[src/rtl/stim_sequencer_if.sv]
// Record handshake between the stimulus sequencer and its consumer.
// The sequencer drives valid/pattern/result; the consumer drives ready.
interface stim_sequencer_if #(
  parameter int N_WIDTH = 3
);
  logic               rec_valid;
  logic               rec_ready;
  logic [N_WIDTH-1:0] rec_pattern;
  logic               rec_result;

  modport master (output rec_valid, output rec_pattern, output rec_result, input rec_ready);
  modport slave  (input rec_valid, input rec_pattern, input rec_result, output rec_ready);
endinterface

[src/rtl/stim_sequencer.sv]
// Exhaustive stimulus sequencer: walks every N_WIDTH-bit pattern into a DUT,
// waits SETTLE_CYC cycles, samples the single-bit response and offers it as a
// record over a valid/ready handshake. Every output is a flop.
module stim_sequencer #(
  parameter int N_WIDTH    = 3,
  parameter int SETTLE_CYC = 2
) (
  input  logic               CK,
  input  logic               reset,
  input  logic               start,
  input  logic               abort,
  output logic [N_WIDTH-1:0] dut_n,
  input  logic               dut_out,
  stim_sequencer_if.master   rec,
  output logic               busy,
  output logic               done,
  output logic [N_WIDTH:0]   rec_count
);

  typedef enum logic [2:0] {IDLE, APPLY, SETTLE, CAPTURE, EMIT, DONE} state_t;

  localparam logic [N_WIDTH-1:0] PAT_MAX   = '1;
  localparam logic [3:0]         SETTLE_LD = 4'(SETTLE_CYC);

  state_t               state_q, state_d;
  logic [N_WIDTH-1:0]   pat_q, pat_d;
  logic [3:0]           settle_q, settle_d;
  logic [N_WIDTH-1:0]   dut_n_q, dut_n_d;
  logic                 rec_valid_q, rec_valid_d;
  logic [N_WIDTH-1:0]   rec_pattern_q, rec_pattern_d;
  logic                 rec_result_q, rec_result_d;
  logic                 busy_q, busy_d;
  logic                 done_q, done_d;
  logic [N_WIDTH:0]     rec_count_q, rec_count_d;

  // State and registered outputs; reset dominates everything.
  always_ff @(posedge CK) begin
    if (reset) begin
      state_q       <= IDLE;
      pat_q         <= '0;
      settle_q      <= '0;
      dut_n_q       <= '0;
      rec_valid_q   <= 1'b0;
      rec_pattern_q <= '0;
      rec_result_q  <= 1'b0;
      busy_q        <= 1'b0;
      done_q        <= 1'b0;
      rec_count_q   <= '0;
    end else begin
      state_q       <= state_d;
      pat_q         <= pat_d;
      settle_q      <= settle_d;
      dut_n_q       <= dut_n_d;
      rec_valid_q   <= rec_valid_d;
      rec_pattern_q <= rec_pattern_d;
      rec_result_q  <= rec_result_d;
      busy_q        <= busy_d;
      done_q        <= done_d;
      rec_count_q   <= rec_count_d;
    end
  end

  // Next state plus next value of every output flop; abort overrides last.
  always_comb begin
    state_d       = state_q;
    pat_d         = pat_q;
    settle_d      = settle_q;
    dut_n_d       = dut_n_q;
    rec_valid_d   = rec_valid_q;
    rec_pattern_d = rec_pattern_q;
    rec_result_d  = rec_result_q;
    busy_d        = busy_q;
    done_d        = 1'b0;
    rec_count_d   = rec_count_q;

    case (state_q)
      IDLE: begin
        if (start) begin
          state_d     = APPLY;
          pat_d       = '0;
          rec_count_d = '0;
          dut_n_d     = '0;
          busy_d      = 1'b1;
        end
      end
      APPLY: begin
        state_d  = SETTLE;
        settle_d = SETTLE_LD;
      end
      SETTLE: begin
        // Leave on the last settle cycle so SETTLE lasts exactly SETTLE_CYC.
        if (settle_q <= 4'd1) begin
          state_d  = CAPTURE;
          settle_d = '0;
        end else begin
          settle_d = settle_q - 4'd1;
        end
      end
      CAPTURE: begin
        state_d       = EMIT;
        rec_result_d  = dut_out;
        rec_pattern_d = pat_q;
        rec_valid_d   = 1'b1;
      end
      EMIT: begin
        if (rec.rec_ready) begin
          rec_valid_d = 1'b0;
          rec_count_d = rec_count_q + 1'b1;
          if (pat_q == PAT_MAX) begin
            // Last pattern: no increment, so the pattern never wraps.
            state_d = DONE;
            done_d  = 1'b1;
            dut_n_d = '0;
          end else begin
            state_d = APPLY;
            pat_d   = pat_q + 1'b1;
            dut_n_d = pat_q + 1'b1;
          end
        end
      end
      DONE: begin
        state_d = IDLE;
        busy_d  = 1'b0;
      end
      default: begin
        state_d     = IDLE;
        dut_n_d     = '0;
        rec_valid_d = 1'b0;
        busy_d      = 1'b0;
      end
    endcase

    // Abort wins over a same-cycle handshake: the pending record is dropped.
    if (abort && state_q != IDLE) begin
      state_d       = IDLE;
      pat_d         = pat_q;
      settle_d      = '0;
      dut_n_d       = '0;
      rec_valid_d   = 1'b0;
      rec_pattern_d = rec_pattern_q;
      rec_result_d  = rec_result_q;
      busy_d        = 1'b0;
      done_d        = 1'b0;
      rec_count_d   = rec_count_q;
    end
  end

  assign dut_n           = dut_n_q;
  assign rec.rec_valid   = rec_valid_q;
  assign rec.rec_pattern = rec_pattern_q;
  assign rec.rec_result  = rec_result_q;
  assign busy            = busy_q;
  assign done            = done_q;
  assign rec_count       = rec_count_q;

endmodule

[src/flat_wrapper.sv]
// flat-port wrapper written by rule: the top's interface ports become plain ports
module stim_sequencer_flat 
#(
  parameter int N_WIDTH    = 3,
  parameter int SETTLE_CYC = 2
)
  (CK, reset, start, abort, dut_n, dut_out, busy, done, rec_count, rec_rec_valid, rec_rec_pattern, rec_rec_result, rec_rec_ready);
  stim_sequencer_if #(.N_WIDTH(N_WIDTH)) rec_i ();
  input  logic CK;
  input  logic reset;
  input  logic start;
  input  logic abort;
  output logic [N_WIDTH-1:0] dut_n;
  input  logic dut_out;
  output logic busy;
  output logic done;
  output logic [N_WIDTH:0] rec_count;
  output wire logic [$bits(rec_i.rec_valid)-1:0] rec_rec_valid;
  output wire logic [$bits(rec_i.rec_pattern)-1:0] rec_rec_pattern;
  output wire logic [$bits(rec_i.rec_result)-1:0] rec_rec_result;
  input wire logic [$bits(rec_i.rec_ready)-1:0] rec_rec_ready;
  assign rec_rec_valid = rec_i.rec_valid;
  assign rec_rec_pattern = rec_i.rec_pattern;
  assign rec_rec_result = rec_i.rec_result;
  assign rec_i.rec_ready = rec_rec_ready;
  stim_sequencer #(.N_WIDTH(N_WIDTH), .SETTLE_CYC(SETTLE_CYC)) u_core (.CK(CK), .reset(reset), .start(start), .abort(abort), .dut_n(dut_n), .dut_out(dut_out), .rec(rec_i), .busy(busy), .done(done), .rec_count(rec_count));
endmodule
[config.mk]
export PLATFORM = sky130hd
export DESIGN_NAME = stim_sequencer_flat
export DESIGN_NICKNAME = d
export VERILOG_FILES = /design/src/rtl/stim_sequencer_if.sv /design/src/rtl/stim_sequencer.sv /design/src/flat_wrapper.sv
export SDC_FILE = /design/constraint.sdc
export NUM_CORES = 1
export LEC_CHECK = 0
export CAP_MARGIN = 20
export CORE_MARGIN = 4
export CORE_UTILIZATION = 55
export DETAILED_ROUTE_END_ITERATION = 16
export DONT_BUFFER_PORTS = 1
export PLACE_DENSITY = 0.78
export SLEW_MARGIN = 20
export SYNTH_ARGS = -nofsm -noshare
export SYNTH_HDL_FRONTEND = slang
export SYNTH_SLANG_ARGS = --single-unit
[constraint.sdc]
create_clock -name CK -period 1.7 [get_ports CK]
set_input_delay 0.255 -clock CK [delete_from_list [all_inputs] [get_ports CK]]
set_output_delay 0.255 -clock CK [all_outputs]
set_load 0.01 [all_outputs]
==> summary.txt, run 1 <==
CTS
  • CTS max path bufs: 2
  • Number of gates resized after CTS: 0
  • CTS tree: yes
  • Worst-Skew Late Latency: 0.31 ns
  • TritonCTS sink count: 24
  • # H-tree levels: 1
  • Clock-pin slew on the worst setup and hold paths: 0.12 ns
  • Post-CTS setup buffers: 0
  • Root Driver: clkbuf_4
  • Num CTS Buffers: 3
  • Hold buffer count at cts: 1

Synthesis
  • Count of cell types in the netlist: 38
  • Register area share after synthesis: 41.9%
  • Async set or reset register ratio after synthesis: 0%
  • #FFs+latches synth: 24
  • Mapped Nets: 138
  • Syn Inst Count: 127
  • Number of synthesized flops with an enable pin: 0
  • Synthesized area per cell: 9.02 um2
  • Synth area leaders: dfxtp_1 42%, ha_1 5.5%, nor2_1 4.6%
  • Share of the synthesized area in the top cell type: 41.9%
  • Most common flop cell mapped by yosys: dfxtp_1
  • Yosys warns: 0
  • Yosys top cell by area: dfxtp_1
  • Mapped Area: 0.00115 mm2

Placement
  • Final RePlAce weighted congestion: 0.797
  • Port buffer count: 0
  • HPWL Detailed: 1650 um
  • Placed instance area: 0.00122 mm2

Global routing
  • Vias in the first global route: 890
  • GR Overflow Total: 0
  • First-pass GRT wire length: 3820 um
  • Antenna violations before repair: 0
  • Largest net degree at the start of global routing: 14
  • All-Layer GR Usage: 18.3%

Layout
  • Final Cell Area: 0.00126 mm2
  • FF+latch area: 480 um2
  • # diodes: 0
  • FILL cells: 175
  • Area of the multi-input gates: 627 um2
  • Share of post-route cells with drive strength above 1: 11.1%
  • Nets: 147
  • Area delta synth->final: 10.2%
  • Util after Layout: 64.3%

Worst setup path
  • Startpoint types: flip-flop
  • Critical-path cell list: or3b_1 -> or4_1 -> a21oi_1
  • Worst R2R End: u_core.settle_q[3]
  • Crit Path Max Fanout: 6
  • Worst reg2reg path depth: 3
  • CP endpoint: u_core.settle_q[3]
  • CP required: 1.96 ns
  • Critical path class: flip-flop to flip-flop
  • CP arrival: 1.87 ns
  • Worst reg-to-reg setup slack: 0.09 ns
  • Setup crit end kind: flip-flop
  • CP max stage delay: 0.49 ns
  • Crit path from: u_core.state_q[1]
  • CP max stage cell: or4_1
  • Critical R2R Launch: u_core.state_q[1]

STA
  • Max Slew Vio Count: 0
  • Achievable Freq: 0.620 GHz
  • Slew headroom: 71.3%
  • RSZ-0062 raised after global routing: no
  • Post-route clock skew: 0.00250 ns
  • Post-route minimum period: 1.61 ns
  • Setup-failing EPs final: 0
  • Worst-margin pin slew: 0.429 ns
  • Setup tns final: 0 ns
  • Hold Fails Final Rpt: 0
  • Fin crit share: 94.8%

Pwr
  • P_leak: 0.000482 uW
  • Maximum VDD drop: 0.675 mV
  • PD cells: 1100 mW/mm2

Outcome
  • Status: finished clean

Floorplanning
  • Cell row count: 16
  • Core box area: 0.00196 mm2
  • Initial Util: 58.4%
  • Die X: 53.7 um
  • Die ar.: 0.00288 mm2
  • I/O pin count: 20
  • Die span in y: 53.7 um

Drt
  • Residual DRC count: 0
  • Drt first pass iters: 4
  • Final wirelength: 2210 um
  • Initial DRC Count: 14
  • Mean number of vias per cell: 5.73
  • Antenna Nets Post-Route: 0
  • Drt wl/cell: 13.6 um
  • Vias post-DR: 929

Worst hold path
  • Hold Crit Class: input pin to flip-flop

Job
  • Max Cap Viol: 0
## state kept, by name, indices dropped and copies added, names as in the netlist
name,count
u_core.settle_q,4
u_core.rec.rec_result,1
u_core.state_q,3
u_core.pat_q,3
u_core.rec.rec_valid,1
u_core.dut_n,3
u_core.busy,1
u_core.rec.rec_pattern,3
u_core.done,1
u_core.rec_count,4
## stage by stage
stage                     hold slack (ns)  cells  total power (uW)  setup slack [ns]
after floorplan                     0.395    127               980             0.177
after global placement              0.328    157              1090             0.165
after detailed placement            0.331    157              1090             0.123
after CTS                          0.0196    162              1400            0.0880
after global routing              0.00809    162              1490           0.00643
final                              0.0306    162              1390            0.0879
## layout make-up
class,instances,area share (%)
Clock buffer,4,2.87
Inverter,4,1.19
Multi-Input combinational cell,94,49.7
Sequential cell,24,38.1
Tap cell,27,2.68
Timing Repair Buffer,9,5.55
## cells by family (layout without fill, tap and decap cells)
logic type	count (synthesis)	in the layout	share of synthesized area (%)
compound gates	28	28	16.5
xor+xnor	4	4	3.06
fa+ha+maj	5	5	5.46
buf+inv	9	17	3.38
flops	24	24	41.9
mux	4	4	3.49
simple gates	53	53	26.2
## power by group
| group | total (uW) | internal [uW] | switching, uW |
|---|---|---|---|
| registers | 677 | 610 | 67.5 |
| clock network | 299 | 131 | 168 |
| logic | 413 | 179 | 233 |
| total | 1390 | 920 | 469 |
## cell usage in the layout, fill, tap and decap left out, drive strengths merged, types with 2 or more instances in the layout
cell type | netlist | final
buf | 4 | 8
mux2i | 4 | 4
a211oi | 2 | 2
dfxtp | 24 | 24
nand2b | 7 | 7
ha | 5 | 5
o211ai | 2 | 2
o21ai | 7 | 7
clkbuf | 1 | 4
nand2 | 9 | 9
nor2b | 3 | 3
nor2 | 14 | 14
or3 | 4 | 4
nand3 | 2 | 2
a21oi | 8 | 8
inv | 4 | 4
nor3 | 2 | 2
xor2 | 4 | 4
nor3b | 2 | 2
nand4 | 2 | 2
o32ai | 2 | 2
or3b | 2 | 2
## how the worst min path moves through the flow
stage                              from                     to  slack [ns]  cells past startpoint
after floorplan           rec_rec_ready            u_core.done        0.39                      2
after global placement            reset    u_core.rec_count[1]        0.33                      1
after detailed placement          reset  u_core.rec.rec_result        0.33                      1
after CTS                         reset        u_core.dut_n[1]        0.02                      1
after global routing              reset        u_core.pat_q[2]       0.008                      1
final                             reset        u_core.dut_n[1]        0.03                      1
## Yosys cell counts (2+ instances only)
master	n
dfxtp_1	24
nor2_1	14
nand2_1	9
a21oi_1	8
nand2b_1	7
ha_1	5
o21ai_0	5
buf_2	4
inv_1	4
mux2i_1	4
or3_1	4
xor2_1	4
nor2b_1	3
a211oi_1	2
nand3_1	2
nand4_1	2
o211ai_1	2
o21ai_1	2
o32ai_1	2
or3b_1	2
## per-layer routing
metal | vias to the layer above | track usage, % | share of wire, %
met5 | - | 0 | 0
met4 | 0 | 10.2 | 1.9
met3 | 5 | 4.16 | 5.5
li1 | 474 | - | -
met2 | 14 | 28.8 | 47
met1 | 436 | 22.9 | 46
## critical path, delay by kind of cell, from the launching register on
family	cells	cell delay, ns
compound gates	1	0.13
simple gates	2	0.94
flops	1	0.48
(Power assumes the default switching activity.)
==> run 2: changes to the inputs <==
CORE_MARGIN = not set   (was 4)
==> summary.txt, run 2 (synthesis results as in run 1) <==
STA
  • Hold Fails Final Rpt: 0 (unchanged)
  • Max Slew Vio Count: 0 (unchanged)
  • Slew headroom: 70.5% (-0.74 points)
  • Post-route minimum period: 1.64 ns (+0.0232 ns)
  • Achievable Freq: 0.612 GHz (-1.4%)
  • Setup-failing EPs final: 0 (unchanged)
  • Fin crit share: 96.2% (+1.4 points)
  • Worst-margin pin slew: 0.440 ns (+0.0110 ns)
  • RSZ-0062 raised after global routing: no
  • Setup tns final: 0 ns (unchanged)
  • Post-route clock skew: 0.00451 ns (+0.00201 ns)
  • Setup ws final: 0.0647 ns (-0.0232 ns)
  • Final hold slack: 0.0398 ns (+0.00917 ns)

CTS
  • TritonCTS sink count: 24 (unchanged)
  • Worst-Skew Late Latency: 0.31 ns (about the same)
  • Clock-pin slew on the worst setup and hold paths: 0.13 ns (about the same)
  • # H-tree levels: 1 (unchanged)
  • Post-CTS setup buffers: 0 (unchanged)
  • Root Driver: clkbuf_4
  • CTS max path bufs: 2 (unchanged)
  • Num CTS Buffers: 3 (unchanged)
  • CTS tree: yes

Global routing
  • All-Layer GR Usage: 23.5% (+5.2 points)
  • Largest net degree at the start of global routing: 15 (+1)
  • GR Overflow Total: 0 (unchanged)
  • First-pass GRT wire length: 3710 um (-2.9%)
  • Antenna violations before repair: 0 (unchanged)
  • Vias in the first global route: 867 (-2.6%)

Worst setup path
  • Worst reg2reg path depth: 5 (+2)
  • Critical-path cell list: ha_1 -> ha_1 -> or3b_1 -> or3_1 -> o21ai_1
  • Critical Path Stages: 5 (+2)
  • Crit path top cell by count: ha_1
  • Critical path class: flip-flop to flip-flop
  • Worst R2R End: u_core.pat_q[0]
  • Worst reg-to-reg setup slack: 0.06 ns (-0.02 ns)
  • Setup crit end kind: flip-flop
  • CP endpoint: u_core.pat_q[0]
  • Startpoint types: flip-flop
  • Critical R2R Launch: u_core.pat_q[0]
  • CP max stage cell: dfxtp_1
  • Crit path from: u_core.pat_q[0]
  • CP arrival: 1.89 ns (+0.02 ns)
  • Crit Path Max Fanout: 4 (-2)
  • CP required: 1.96 ns (about the same)
  • Top Family by Delay on Critical Path: simple AND/OR/NAND/NOR gates
  • CP max stage delay: 0.37 ns (-0.12 ns)
  • Worst path buffer plus inverter count: 0 (unchanged)

Placement
  • Port buffer count: 0 (unchanged)
  • Dpl ws: 0.0453 ns (-0.0778 ns)
  • Placed instance area: 0.00119 mm2 (-1.9%)
  • Final RePlAce weighted congestion: 0.761 (-4.5%)
  • HPWL Detailed: 1690 um (+2.5%)

Drt
  • Residual DRC count: 0 (unchanged)
  • Mean number of vias per cell: 5.96 (+4.0%)
  • Drt first pass iters: 4 (unchanged)
  • Initial DRC Count: 25 (+11)
  • Drt wl/cell: 14.5 um (+6.3%)
  • Vias post-DR: 954 (+2.7%)
  • Antenna Nets Post-Route: 0 (unchanged)
  • Final wirelength: 2320 um (+5.0%)

Outcome
  • Status: finished clean

Floorplanning
  • Cell row count: 16 (unchanged)
  • Die span in y: 47.7 um (-11%)
  • Core box area: 0.00196 mm2 (unchanged)
  • I/O pin count: 20 (unchanged)
  • Die ar.: 0.00227 mm2 (-21%)
  • Die X: 47.7 um (-11%)
  • Initial Util: 58.4% (unchanged)

Layout
  • Area delta synth->final: 10.9%
  • FILL cells: 187 (+6.9%)
  • Share of post-route cells with drive strength above 1: 11.3% (+0.17 points)
  • Nets: 145 (-1.4%)
  • # diodes: 0 (unchanged)
  • Commonest cells after routing, fill and taps aside: 22 x dfxtp_1, 13 x nor2_1, 9 x nand2_1, 8 x a21oi_1, 7 x nand2b_1
  • Util after Layout: 64.8% (+0.45 points)
  • Area of the multi-input gates: 629 um2 (+0.40%)
  • Most common cell after layout, fill and taps aside: dfxtp_1
  • Final Cell Area: 0.00127 mm2 (+0.69%)
  • FF+latch area: 483 um2 (+0.52%)

Pwr
  • PD cells: 1170 mW/mm2 (+6.0%)
  • Maximum VDD drop: 0.731 mV (+8.2%)
  • P_leak: 0.000480 uW (-0.53%)

Worst hold path
  • Hold Crit Class: input pin to flip-flop

Job
  • Max Cap Viol: 0 (unchanged)
run 2: final cells by class:
cell class	count	area share [%]
multi-input combinational	94	49.5
inverter	4	1.18
sequential	24	38.0
tap	27	2.66
clock inverter	1	2.36
clock buffer	3	1.77
timing repair buffer	7	4.53
run 2: how the worst min path moves through the flow:
stage | startpoint | to | slack (ns) | cells after the start
after floorplan | rec_rec_ready | u_core.done | 0.39 | 2
after global placement | reset | u_core.rec_count[1] | 0.33 | 1
after detailed placement | reset | u_core.rec_count[1] | 0.33 | 1
after CTS | reset | u_core.dut_n[1] | 0.01 | 1
after global routing | reset | u_core.pat_q[1] | 0.02 | 1
final | reset | u_core.pat_q[1] | 0.04 | 1
run 2: metrics by stage:
| step | total power, uW | std cells |
|---|---|---|
| 2_1_floorplan | 980 | 127 |
| 3_3_place_gp | 1050 | 154 |
| 3_5_place_dp | 1070 | 154 |
| 4_1_cts | 1480 | 159 |
| 5_1_grt | 1570 | 160 |
| 6_report | 1480 | 160 |
run 2: per-layer routing:
metal | routed length [um] | vias to the layer above | GRT usage [%]
li1 | - | 466 | -
met1 | 1000 | 468 | 29.8
met2 | 1190 | 17 | 39.2
met3 | 111 | 3 | 6.42
met4 | 16 | 0 | 6.67
met5 | 0 | - | 0
run 2: what timing repair did:
item	CTS	global route
setup endpoints to repair	1	3
cloned	0	0
endpoints found under the hold margin	6	1
resized for setup	1	2
hold buffers	1	1
run 2: power breakdown:
part / switching [uW] / internal [uW] / leakage, uW / total (uW)
Clock: 172 / 238 / 0.0000279 / 410
Sequential: 75.5 / 612 / 0.000195 / 688
Combinational: 227 / 157 / 0.000257 / 384
Total: 474 / 1010 / 0.000480 / 1480
